$ cat src/rtl/mvu_pkg.sv
// Shared types and constants for the MVU bit-plane scheduler.
package mvu_pkg;

  typedef enum logic [1:0] {
    ST_IDLE  = 2'd0,
    ST_RUN   = 2'd1,
    ST_DRAIN = 2'd2
  } sched_state_e;

  localparam int MODE_W = 1;
  localparam int MODE_D = 0;

  localparam int PMAX_DFLT = 16;

  // Control word layout is {clr, sh, mode[1:0]}; idle keeps the accumulator cleared.
  localparam logic [3:0] CTRL_IDLE = 4'b1000;

  function automatic int prec_w(input int pmax);
    return $clog2(pmax + 1);
  endfunction

  function automatic int clamp_prec(input int v, input int pmax);
    if (v < 1) return 1;
    if (v > pmax) return pmax;
    return v;
  endfunction

endpackage

$ cat src/rtl/mvu_sched_if.sv
// Dispatcher and MVU/plane-buffer signals of the bit-plane scheduler.
interface mvu_sched_if #(
  parameter int PMAX = mvu_pkg::PMAX_DFLT,
  parameter int AW   = 10
);
  import mvu_pkg::*;
  localparam int PW = prec_w(PMAX);

  logic          start;
  logic [PW-1:0] wprec;
  logic [PW-1:0] dprec;
  logic          wsigned;
  logic          dsigned;
  logic [AW-1:0] wbase;
  logic [AW-1:0] dbase;
  logic          busy;
  logic [AW-1:0] w_addr;
  logic [AW-1:0] d_addr;
  logic          rd_en;
  logic          clr;
  logic          sh;
  logic [1:0]    mode;
  logic          o_valid;

  modport master (
    output start, wprec, dprec, wsigned, dsigned, wbase, dbase,
    input  busy, w_addr, d_addr, rd_en, clr, sh, mode, o_valid
  );

  modport slave (
    input  start, wprec, dprec, wsigned, dsigned, wbase, dbase,
    output busy, w_addr, d_addr, rd_en, clr, sh, mode, o_valid
  );

endinterface

$ cat src/rtl/mvu_sched_dly.sv
// Register delay line aligning {clr, sh, mode} with planes returning from the buffers.
module mvu_sched_dly
  import mvu_pkg::*;
#(
  parameter int DEPTH = 1
) (
  input  logic       clk,
  input  logic       rst_n,
  input  logic [3:0] d,
  output logic [3:0] q
);

  generate
    if (DEPTH == 0) begin : g_pass
      logic unused_ck;
      assign unused_ck = clk ^ rst_n;
      assign q = d;
    end else begin : g_pipe
      logic [3:0] stg [DEPTH];
      always_ff @(posedge clk) begin
        if (!rst_n) begin
          for (int k = 0; k < DEPTH; k++) stg[k] <= CTRL_IDLE;
        end else begin
          stg[0] <= d;
          for (int k = 1; k < DEPTH; k++) stg[k] <= stg[k-1];
        end
      end
      assign q = stg[DEPTH-1];
    end
  endgenerate

endmodule

$ cat src/rtl/mvu_sched.sv
// Bit-plane scheduler: walks (weight, data) plane pairs by descending significance.
// Signed plane handling is built only when MVU_SCHED_SIGNED_EN is defined.
//
// state    | meaning
// ---------+----------------------------------------------
// ST_IDLE  | waiting for start, config sampled on accept
// ST_RUN   | one plane pair issued per cycle
// ST_DRAIN | waiting MEMLAT+ACCLAT cycles for the result
module mvu_sched
  import mvu_pkg::*;
#(
  parameter int PMAX   = PMAX_DFLT,
  parameter int AW     = 10,
  parameter int MEMLAT = 1,
  parameter int ACCLAT = 1
) (
  input logic      clk,
  input logic      rst_n,
  mvu_sched_if.slave bus
);

  localparam int PW = prec_w(PMAX);
  localparam int DL = MEMLAT + ACCLAT;
  localparam int CW = $clog2(DL + 1);

  sched_state_e  state, state_n;
  logic [PW-1:0] p_r, q_r, i_r, j_r;
  logic [PW-1:0] p_n, q_n, i_n, j_n;
  logic          first_r, first_n, news_r, news_n;
  logic [CW-1:0] cnt_r, cnt_n;
  logic [AW-1:0] wbase_r, dbase_r, wbase_n, dbase_n;
  logic [1:0]    mode_now;
  logic [3:0]    ctrl_now, ctrl_dly;
  int            s_nx, i_nx;

  always_ff @(posedge clk) begin
    if (!rst_n) begin
      state   <= ST_IDLE;
      p_r     <= '0;
      q_r     <= '0;
      i_r     <= '0;
      j_r     <= '0;
      first_r <= 1'b0;
      news_r  <= 1'b0;
      cnt_r   <= '0;
      wbase_r <= '0;
      dbase_r <= '0;
    end else begin
      state   <= state_n;
      p_r     <= p_n;
      q_r     <= q_n;
      i_r     <= i_n;
      j_r     <= j_n;
      first_r <= first_n;
      news_r  <= news_n;
      cnt_r   <= cnt_n;
      wbase_r <= wbase_n;
      dbase_r <= dbase_n;
    end
  end

  always_comb begin
    state_n = state;
    p_n     = p_r;
    q_n     = q_r;
    i_n     = i_r;
    j_n     = j_r;
    first_n = first_r;
    news_n  = news_r;
    cnt_n   = cnt_r;
    wbase_n = wbase_r;
    dbase_n = dbase_r;
    s_nx    = 0;
    i_nx    = 0;
    unique case (state)
      ST_IDLE: begin
        if (bus.start) begin
          p_n     = PW'(clamp_prec(int'(bus.wprec), PMAX));
          q_n     = PW'(clamp_prec(int'(bus.dprec), PMAX));
          i_n     = p_n - PW'(1);
          j_n     = q_n - PW'(1);
          first_n = 1'b1;
          news_n  = 1'b0;
          wbase_n = bus.wbase;
          dbase_n = bus.dbase;
          state_n = ST_RUN;
        end
      end
      ST_RUN: begin
        first_n = 1'b0;
        if (i_r == '0 && j_r == '0) begin
          news_n  = 1'b0;
          cnt_n   = CW'(DL);
          state_n = ST_DRAIN;
        end else if (i_r != '0 && j_r != q_r - PW'(1)) begin
          i_n    = i_r - PW'(1);
          j_n    = j_r + PW'(1);
          news_n = 1'b0;
        end else begin
          // Diagonal exhausted: drop one significance level, restart at the highest legal i.
          s_nx   = int'(i_r) + int'(j_r) - 1;
          i_nx   = (s_nx < int'(p_r) - 1) ? s_nx : int'(p_r) - 1;
          i_n    = PW'(i_nx);
          j_n    = PW'(s_nx - i_nx);
          news_n = 1'b1;
        end
      end
      ST_DRAIN: begin
        cnt_n = cnt_r - CW'(1);
        if (cnt_r == CW'(1)) state_n = ST_IDLE;
      end
      default: state_n = ST_IDLE;
    endcase
  end

`ifdef MVU_SCHED_SIGNED_EN
  logic ws_r, ds_r;

  always_ff @(posedge clk) begin
    if (!rst_n) begin
      ws_r <= 1'b0;
      ds_r <= 1'b0;
    end else if (state == ST_IDLE && bus.start) begin
      ws_r <= bus.wsigned;
      ds_r <= bus.dsigned;
    end
  end

  always_comb begin
    mode_now         = 2'b00;
    mode_now[MODE_W] = ws_r && (i_r == p_r - PW'(1));
    mode_now[MODE_D] = ds_r && (j_r == q_r - PW'(1));
  end
`else
  logic unused_sgn;
  assign unused_sgn = bus.wsigned ^ bus.dsigned;
  assign mode_now   = 2'b00;
`endif

  assign bus.busy    = (state != ST_IDLE);
  assign bus.rd_en   = (state == ST_RUN);
  assign bus.w_addr  = wbase_r + AW'(i_r);
  assign bus.d_addr  = dbase_r + AW'(j_r);
  assign bus.o_valid = (state == ST_DRAIN) && (cnt_r == CW'(1));

  assign ctrl_now = bus.rd_en ? {first_r, news_r, mode_now} : CTRL_IDLE;

  mvu_sched_dly #(.DEPTH(MEMLAT)) u_dly (
    .clk   (clk),
    .rst_n (rst_n),
    .d     (ctrl_now),
    .q     (ctrl_dly)
  );

  assign {bus.clr, bus.sh, bus.mode} = ctrl_dly;

endmodule

$ cat src/flat_wrapper.sv
// flat-port wrapper written by rule: the top's interface ports become plain ports
module mvu_sched_flat import mvu_pkg::*;
#(
  parameter int PMAX   = PMAX_DFLT,
  parameter int AW     = 10,
  parameter int MEMLAT = 1,
  parameter int ACCLAT = 1
)
  (clk, rst_n, bus_start, bus_wprec, bus_dprec, bus_wsigned, bus_dsigned, bus_wbase, bus_dbase, bus_busy, bus_w_addr, bus_d_addr, bus_rd_en, bus_clr, bus_sh, bus_mode, bus_o_valid);
  mvu_sched_if #(.PMAX(PMAX), .AW(AW)) bus_i ();
  input logic clk;
  input logic rst_n;
  input wire logic [$bits(bus_i.start)-1:0] bus_start;
  input wire logic [$bits(bus_i.wprec)-1:0] bus_wprec;
  input wire logic [$bits(bus_i.dprec)-1:0] bus_dprec;
  input wire logic [$bits(bus_i.wsigned)-1:0] bus_wsigned;
  input wire logic [$bits(bus_i.dsigned)-1:0] bus_dsigned;
  input wire logic [$bits(bus_i.wbase)-1:0] bus_wbase;
  input wire logic [$bits(bus_i.dbase)-1:0] bus_dbase;
  output wire logic [$bits(bus_i.busy)-1:0] bus_busy;
  output wire logic [$bits(bus_i.w_addr)-1:0] bus_w_addr;
  output wire logic [$bits(bus_i.d_addr)-1:0] bus_d_addr;
  output wire logic [$bits(bus_i.rd_en)-1:0] bus_rd_en;
  output wire logic [$bits(bus_i.clr)-1:0] bus_clr;
  output wire logic [$bits(bus_i.sh)-1:0] bus_sh;
  output wire logic [$bits(bus_i.mode)-1:0] bus_mode;
  output wire logic [$bits(bus_i.o_valid)-1:0] bus_o_valid;
  assign bus_i.start = bus_start;
  assign bus_i.wprec = bus_wprec;
  assign bus_i.dprec = bus_dprec;
  assign bus_i.wsigned = bus_wsigned;
  assign bus_i.dsigned = bus_dsigned;
  assign bus_i.wbase = bus_wbase;
  assign bus_i.dbase = bus_dbase;
  assign bus_busy = bus_i.busy;
  assign bus_w_addr = bus_i.w_addr;
  assign bus_d_addr = bus_i.d_addr;
  assign bus_rd_en = bus_i.rd_en;
  assign bus_clr = bus_i.clr;
  assign bus_sh = bus_i.sh;
  assign bus_mode = bus_i.mode;
  assign bus_o_valid = bus_i.o_valid;
  mvu_sched #(.PMAX(PMAX), .AW(AW), .MEMLAT(MEMLAT), .ACCLAT(ACCLAT)) u_core (.clk(clk), .rst_n(rst_n), .bus(bus_i));
endmodule
$ cat config.mk
export PLATFORM = sky130hd
export DESIGN_NAME = mvu_sched_flat
export DESIGN_NICKNAME = d
export VERILOG_FILES = /design/src/rtl/mvu_pkg.sv /design/src/rtl/mvu_sched_if.sv /design/src/rtl/mvu_sched_dly.sv /design/src/rtl/mvu_sched.sv /design/src/flat_wrapper.sv
export SDC_FILE = /design/constraint.sdc
export NUM_CORES = 1
export LEC_CHECK = 0
export ABC_CLOCK_PERIOD_IN_PS = 4000
export CAP_MARGIN = 20
export CELL_PAD_IN_SITES_DETAIL_PLACEMENT = 1
export CELL_PAD_IN_SITES_GLOBAL_PLACEMENT = 1
export CORE_ASPECT_RATIO = 0.75
export CORE_MARGIN = 2
export CORE_UTILIZATION = 36
export CTS_CLUSTER_SIZE = 14
export DETAILED_ROUTE_END_ITERATION = 6
export PLACE_DENSITY = 0.85
export SYNTH_ARGS = -nofsm -noshare
export SYNTH_HDL_FRONTEND = slang
export SYNTH_SLANG_ARGS = --single-unit
$ cat constraint.sdc
create_clock -name clk -period 4 [get_ports clk]
set_input_delay 1 -clock clk [delete_from_list [all_inputs] [get_ports clk]]
set_output_delay 1 -clock clk [all_outputs]
set_load 0.1 [all_outputs]
Word level (Yosys, flattened, before mapping)
Memories as Yosys holds them, arrays and structs flattened.
Cells that the tools add are included.

word-level totals
  memories = 1
  bits in writable memories = 4
  bits in registers = 46
  input bits = 35

memory list
  name                     words  width  rd ports  clocked after Yosys merged registers in  wr ports  RTL line             text
  u_core.u_dly.g_pipe.stg  1      4      1         0                                        1         mvu_sched_dly.sv:19  logic [3:0] stg [DEPTH];

cells by class
  muxes and demuxes = 51
  reductions and logical operators = 16
  add/subtract/negate cells = 12
  equal/unequal tests = 8
  magnitude comparators = 5

operators by type and width
  kind                 number
  $mux 5               17
  $mux 1               23
  $add 10x5->10        2
  $pmux 5 s2           2
  $sub 5x1->5 const B  4
  $gt 5x5->1 const B   2
  $logic_not 5->1      2
  $lt 5x1->1 const B   2
  $mux 4               2
  $lt 7x6->1           1
  $sub 6x1->7 const B  1
  $add 5x5->6          1
  $mux 2               3
  $ne 2x2->1 const B   3
  $pmux 2 s3           1
  $reduce_and 2->1     3
  $reduce_and 3->1     2
  $reduce_bool 2->1    3
  $sub 5x1->6 const B  1
  $add 5x1->5 const B  1
  $ne 5x5->1           1
  $reduce_bool 5->1    1
  $sub 5x5->5          1
  $eq 2x1->1 const B   2
  8 further kinds      11

Longest topological paths before layout
  depth after elaboration = 14
  gate-level depth with buffers = 23

Modules after synthesis
Synthesis repeated with hierarchy kept, for this count alone.

second synthesis, totals
  cell total of the unflattened synthesis = 466
  area total of the unflattened synthesis = 3636.0 um2

modules (own cells, without submodules)
  module         seq. area each (um2)  times used  area each (um2)  cells each
  mvu_sched      920.9                 1           3530.9           458
  mvu_sched_dly  80.1                  1           105.1            8

Least setup slack after synthesis
OpenSTA, ideal clock, no wires.

  kind = register to register
  start point = register u_core.j_r[1]
  end point = register u_core.j_r[4]
  period minus slack after synthesis = 4185 ps
  slack = -185 ps
  required time = 3909 ps
  buffers on the path = 0
  arrival time = 4094 ps
  cell stages (with the launch flop) = 24
  cell sequence = dfxtp_1 -> inv_1 -> ha_1 -> inv_1 -> ha_1 -> inv_1 -> fa_1 -> inv_1 -> a21o_1 -> a21oi_1 -> xnor2_1 -> ha_1 -> and4_1 -> o21ai_0 -> o2111a_1 -> nor2_1 -> a21boi_0 -> ha_1 -> fa_1 -> inv_1 -> a21o_1 -> a21oi_1 -> xnor2_1 -> a311oi_1

between the ends
  longest elaborated chain between the ends = 8

ends and longest elaborated chain
  element                 RTL line          text
  from (decl)             mvu_sched.sv:27   logic [PW-1:0] p_r, q_r, i_r, j_r;
  from (signal assigned)  mvu_sched.sv:53   j_r <= j_n;
  $add 5x5->6             mvu_sched.sv:101  s_nx = int'(i_r) + int'(j_r) - 1;
  $sub 6x1->7             mvu_sched.sv:101
  $lt 7x6->1              mvu_sched.sv:102  i_nx = (s_nx < int'(p_r) - 1) ? s_nx : int'(p_r) - 1;
  $mux 5                  mvu_sched.sv:102
  $sub 5x5->5             mvu_sched.sv:104  j_n = PW'(s_nx - i_nx);
  $mux 5                  mvu_sched.sv:95   end else if (i_r != '0 && j_r != q_r - PW'(1)) begin
  $mux 5                  mvu_sched.sv:91   if (i_r == '0 && j_r == '0) begin
  $pmux 5 s2              mvu_sched.sv:75   unique case (state)

Several ways; a longest one is shown, not always the timed one. The select of a mux whose other input is x is not followed.
A chain may end at the register's enable or synchronous reset.

Worst setup path in the final report
  start point = register u_core.i_r[1]
  end point = register u_core.j_r[4]

between the ends
  longest elaborated chain between the ends = 8

ends and longest elaborated chain
  element                 RTL line          text
  from (decl)             mvu_sched.sv:27
  from (signal assigned)  mvu_sched.sv:52   i_r <= i_n;
  $add 5x5->6             mvu_sched.sv:101
  $sub 6x1->7             mvu_sched.sv:101
  $lt 7x6->1              mvu_sched.sv:102
  $mux 5                  mvu_sched.sv:102
  $sub 5x5->5             mvu_sched.sv:104
  $mux 5                  mvu_sched.sv:95
  $mux 5                  mvu_sched.sv:91
  $pmux 5 s2              mvu_sched.sv:75

Several ways; a longest one is shown, not always the timed one. The select of a mux whose other input is x is not followed.

==> results.toml <==
[status]
outcome = "finished, violations left"
violations = "negative setup slack"

[worst_setup_path]
r2r_setup_slack_ns = -0.04
crit_arrival_ns = 4.26
worstSetupPathType = "register to register"
reg2reg_from = "u_core.i_r[1]$_SDFFE_PN0P_"
crit_path_end_kind = "register"
crit_path_start_kind = "register"
crit_fanout = 3
cp.required_ns = 4.21
rr_endpoint = "u_core.j_r[4]$_SDFFE_PN0P_"
rr_worst_depth = 23

[finish]
fillCellCount = 1225
final_cell_count_no_fill = 680
area_growth_pct = 33.5
fin_area_um2 = 4940
drive_above_1_share_pct = 23.0
diodes = 0
nNetsFinal = 619

[logic_synthesis]
synth_ff_type = "dfxtp_1"
synthCells = 458
netlist_area_um2 = 3700
postSynthAreaPerCell_um2 = 8.08
synthSimpleGateAreaFrac_pct = 20.8
synth-seq-area-share_pct = 26.0
synthAdderAreaFrac_pct = 14.7
synth_edf_count = 0
synth_cell_types = 64
ys_ff_latch = 48
synth_top_family_by_area = "compound AO/OA/AOI/OAI gates"
synth_xor_area_share_pct = 9.81
yosysWarnings = 0
async_flop_share_pct = 0
muxShareOfSynthArea_pct = 0.271
synth-compound-area-share_pct = 21.4

[power]
pwr-share-seq_pct = 14.1
p_clk_share_pct = 11.9
switchingPower_mw = 1.98
p_comb_share_pct = 74.0
power.internal_mw = 2.17
swShare_pct = 47.7
power-per-cell-area_nw_per_um2 = 839
ir_drop_v = 0.000410
leakage_nw = 2.10

[die]
die_h_um = 91.8
die_w_um = 121
design.die.area_um2 = 11100
ios = 62
rows = 32
start_util_pct = 36.5
coreArea_um2 = 10100

[worst_hold_path]
holdPathEnd = "u_core.u_dly.g_pipe.stg[0][3]$_SDFF_PN1_"
min_path_type = "register to register"
holdCritStartpoint = "u_core.first_r$_SDFFE_PN0P_"
worstHoldPathCells = 1

[clock_network]
numCtsBuffers = 5
cts_num_sinks = 48
hold_buffers = 0
cts_tree = "done"
clkTransAtPathRegs_ns = 0.07
cts_root_buffer = "clkbuf_16"
clk_path_buf_depth = 2
h-tree-depth = 2
worstSkewPairLatency_ns = 0.30

[routing]
drtPass1Iterations = 4
vias = 3538
drc = 0
drt-initial-drc-count = 196
viasPerCell = 5.20
drt_wl_total_um = 11500
antenna_left = 0
post_drt_wl_per_cell_um = 16.9

[place]
dp_worst_setup_slack_ns = -0.343
place_area_um2 = 4560
hpwl_um = 8620
post-place-cells = 662
place_congestion = 0.886
port_buffers = 57

[global_route]
grt_pass1_vias = 3678
track_usage_pct = 21.1
antenna_found_initial = 0
grt_max_degree = 39
overflow = 0
grt_first_pass_wirelength_um = 18300

[sta]
max_freq_ghz = 0.247
hold_viol = 0
maxSlewViolCount = 0
tns_ns = -0.0424
relSlewSlack_pct = 31.8
rsz0062_at_grt = "true"
fin_crit_ns = 4.04
setup_ws_ns = -0.0424
setup_violations = 1
skew_ns = 0.00392
fin_crit_sh_pct = 101
worst_pin_slew_ns = 1.02
hold_slack_ns = 0.470

[flow_run]
drv_cap = 0
flip-flops by register name, summed over array words and instances, names as in the netlist:
name,flops
u_core.u_dly.g_pipe.stg,2
u_core.first_r,1
u_core.j_r,5
u_core.wbase_r,10
u_core.p_r,5
u_core.dbase_r,10
u_core.q_r,5
u_core.state,2
u_core.i_r,5
u_core.news_r,1
u_core.cnt_r,2
worst max-delay path, stage by stage (launching register included):
cell and delay [ns]:
dfxtp_2 0.33, inv_2 0.05, ha_4 0.23, inv_4 0.05, ha_4 0.13, inv_2 0.03, fa_2 0.33, inv_2 0.05
a21o_1 0.11, a21oi_2 0.05, xnor2_1 0.13, ha_1 0.32, and4_1 0.24, o21ai_2 0.08, o2111a_2 0.29, o21ai_2 0.16
a21boi_2 0.19, ha_2 0.21, fa_2 0.22, inv_2 0.05, a21o_1 0.17, a21oi_2 0.16, xnor2_1 0.08, a311oi_1 0.25
synth_stat cells (all sizes together), types with 8 or more instances:
cell	count	area share [%]
xnor2	30	7.3
o21ai	20	2.7
dfxtp	48	26
a21oi	17	2.4
inv	42	4.3
nand3	13	1.8
clkbuf	15	1.6
nand2	68	7.1
ha	37	13
nor2	23	2.3
nor3	10	1.5
a21boi	31	6.3
nor2b	9	1.5
xor2	8	1.9
cell type report:
cell class | count | area [um^2] | share of cell area [%]
inverter | 42 | 160 | 3.24
clock buffer | 5 | 125 | 2.53
sequential | 48 | 968 | 19.6
tap | 136 | 170 | 3.45
multi-input combinational | 348 | 2640 | 53.4
timing repair buffer | 98 | 836 | 16.9
clock inverter | 3 | 42.5 | 0.862
through the flow:
step	util, %	power, mW
floorplan	-	2.38
global placement	45.1	3.05
detailed placement	45.1	3.21
CTS	47.8	3.90
global route	48.7	4.44
finish	48.7	4.14
how the worst max path moves through the flow:
stage / start / to / depth (start not counted)
finish: u_core.i_r[1]$_SDFFE_PN0P_ / u_core.j_r[4]$_SDFFE_PN0P_ / 23
global route: u_core.i_r[1]$_SDFFE_PN0P_ / u_core.j_r[4]$_SDFFE_PN0P_ / 23
CTS: u_core.j_r[0]$_SDFFE_PN0P_ / u_core.j_r[4]$_SDFFE_PN0P_ / 23
detailed placement: u_core.j_r[1]$_SDFFE_PN0P_ / u_core.j_r[4]$_SDFFE_PN0P_ / 23
global placement: u_core.j_r[1]$_SDFFE_PN0P_ / u_core.j_r[4]$_SDFFE_PN0P_ / 23
floorplan: u_core.j_r[1]$_SDFFE_PN0P_ / u_core.j_r[4]$_SDFFE_PN0P_ / 23
routing by layer:
| metal | track usage, % | wire [um] | up-vias |
|---|---|---|---|
| met5 | 0 | 0 | - |
| met3 | 4.10 | 676 | 13 |
| met2 | 35.3 | 5510 | 88 |
| met1 | 27.6 | 5160 | 1705 |
| li1 | - | - | 1732 |
| met4 | 5.62 | 142 | 0 |
power by group through the flow:
| stage | Combinational (mW) | Clock [mW] | Sequential, mW |
|---|---|---|---|
| floorplan | 1.78 | 0 | 0.603 |
| global placement | 2.46 | 0 | 0.585 |
| finish | 3.07 | 0.493 | 0.585 |
| global route | 3.33 | 0.517 | 0.592 |
| CTS | 2.82 | 0.496 | 0.582 |
| detailed placement | 2.62 | 0 | 0.590 |
logic make-up (layout without fill, tap and decap cells):
kind of cell	Yosys count	after routing
buf+inv	63	148
flops	48	48
compound gates	111	111
other cells	1	2
fa+ha+maj	41	41
xor+xnor	39	39
mux	1	1
simple gates	154	154
layout by cell type (no fill, tap or decap), types with 9 or more instances in the layout:
master,netlist,layout
a21boi_0,31,30
a21oi_1,16,12
buf_4,3,62
clkdlybuf4s50_1,0,35
dfxtp_1,48,42
ha_1,37,31
inv_1,42,33
nand2_1,67,66
nand3_1,13,13
nor2_1,23,22
nor3_1,9,9
o21ai_0,18,15
xnor2_1,29,23
repair_timing:
| item | 4_1_cts | 5_1_grt |
|---|---|---|
| cloned | 0 | 0 |
| setup buffers | 3 | 7 |
| resized for setup | 27 | 16 |
| pin swaps | 15 | 23 |
| endpoints found under the setup margin | 4 | 4 |
Note: power is estimated with default switching activity, not from simulation.
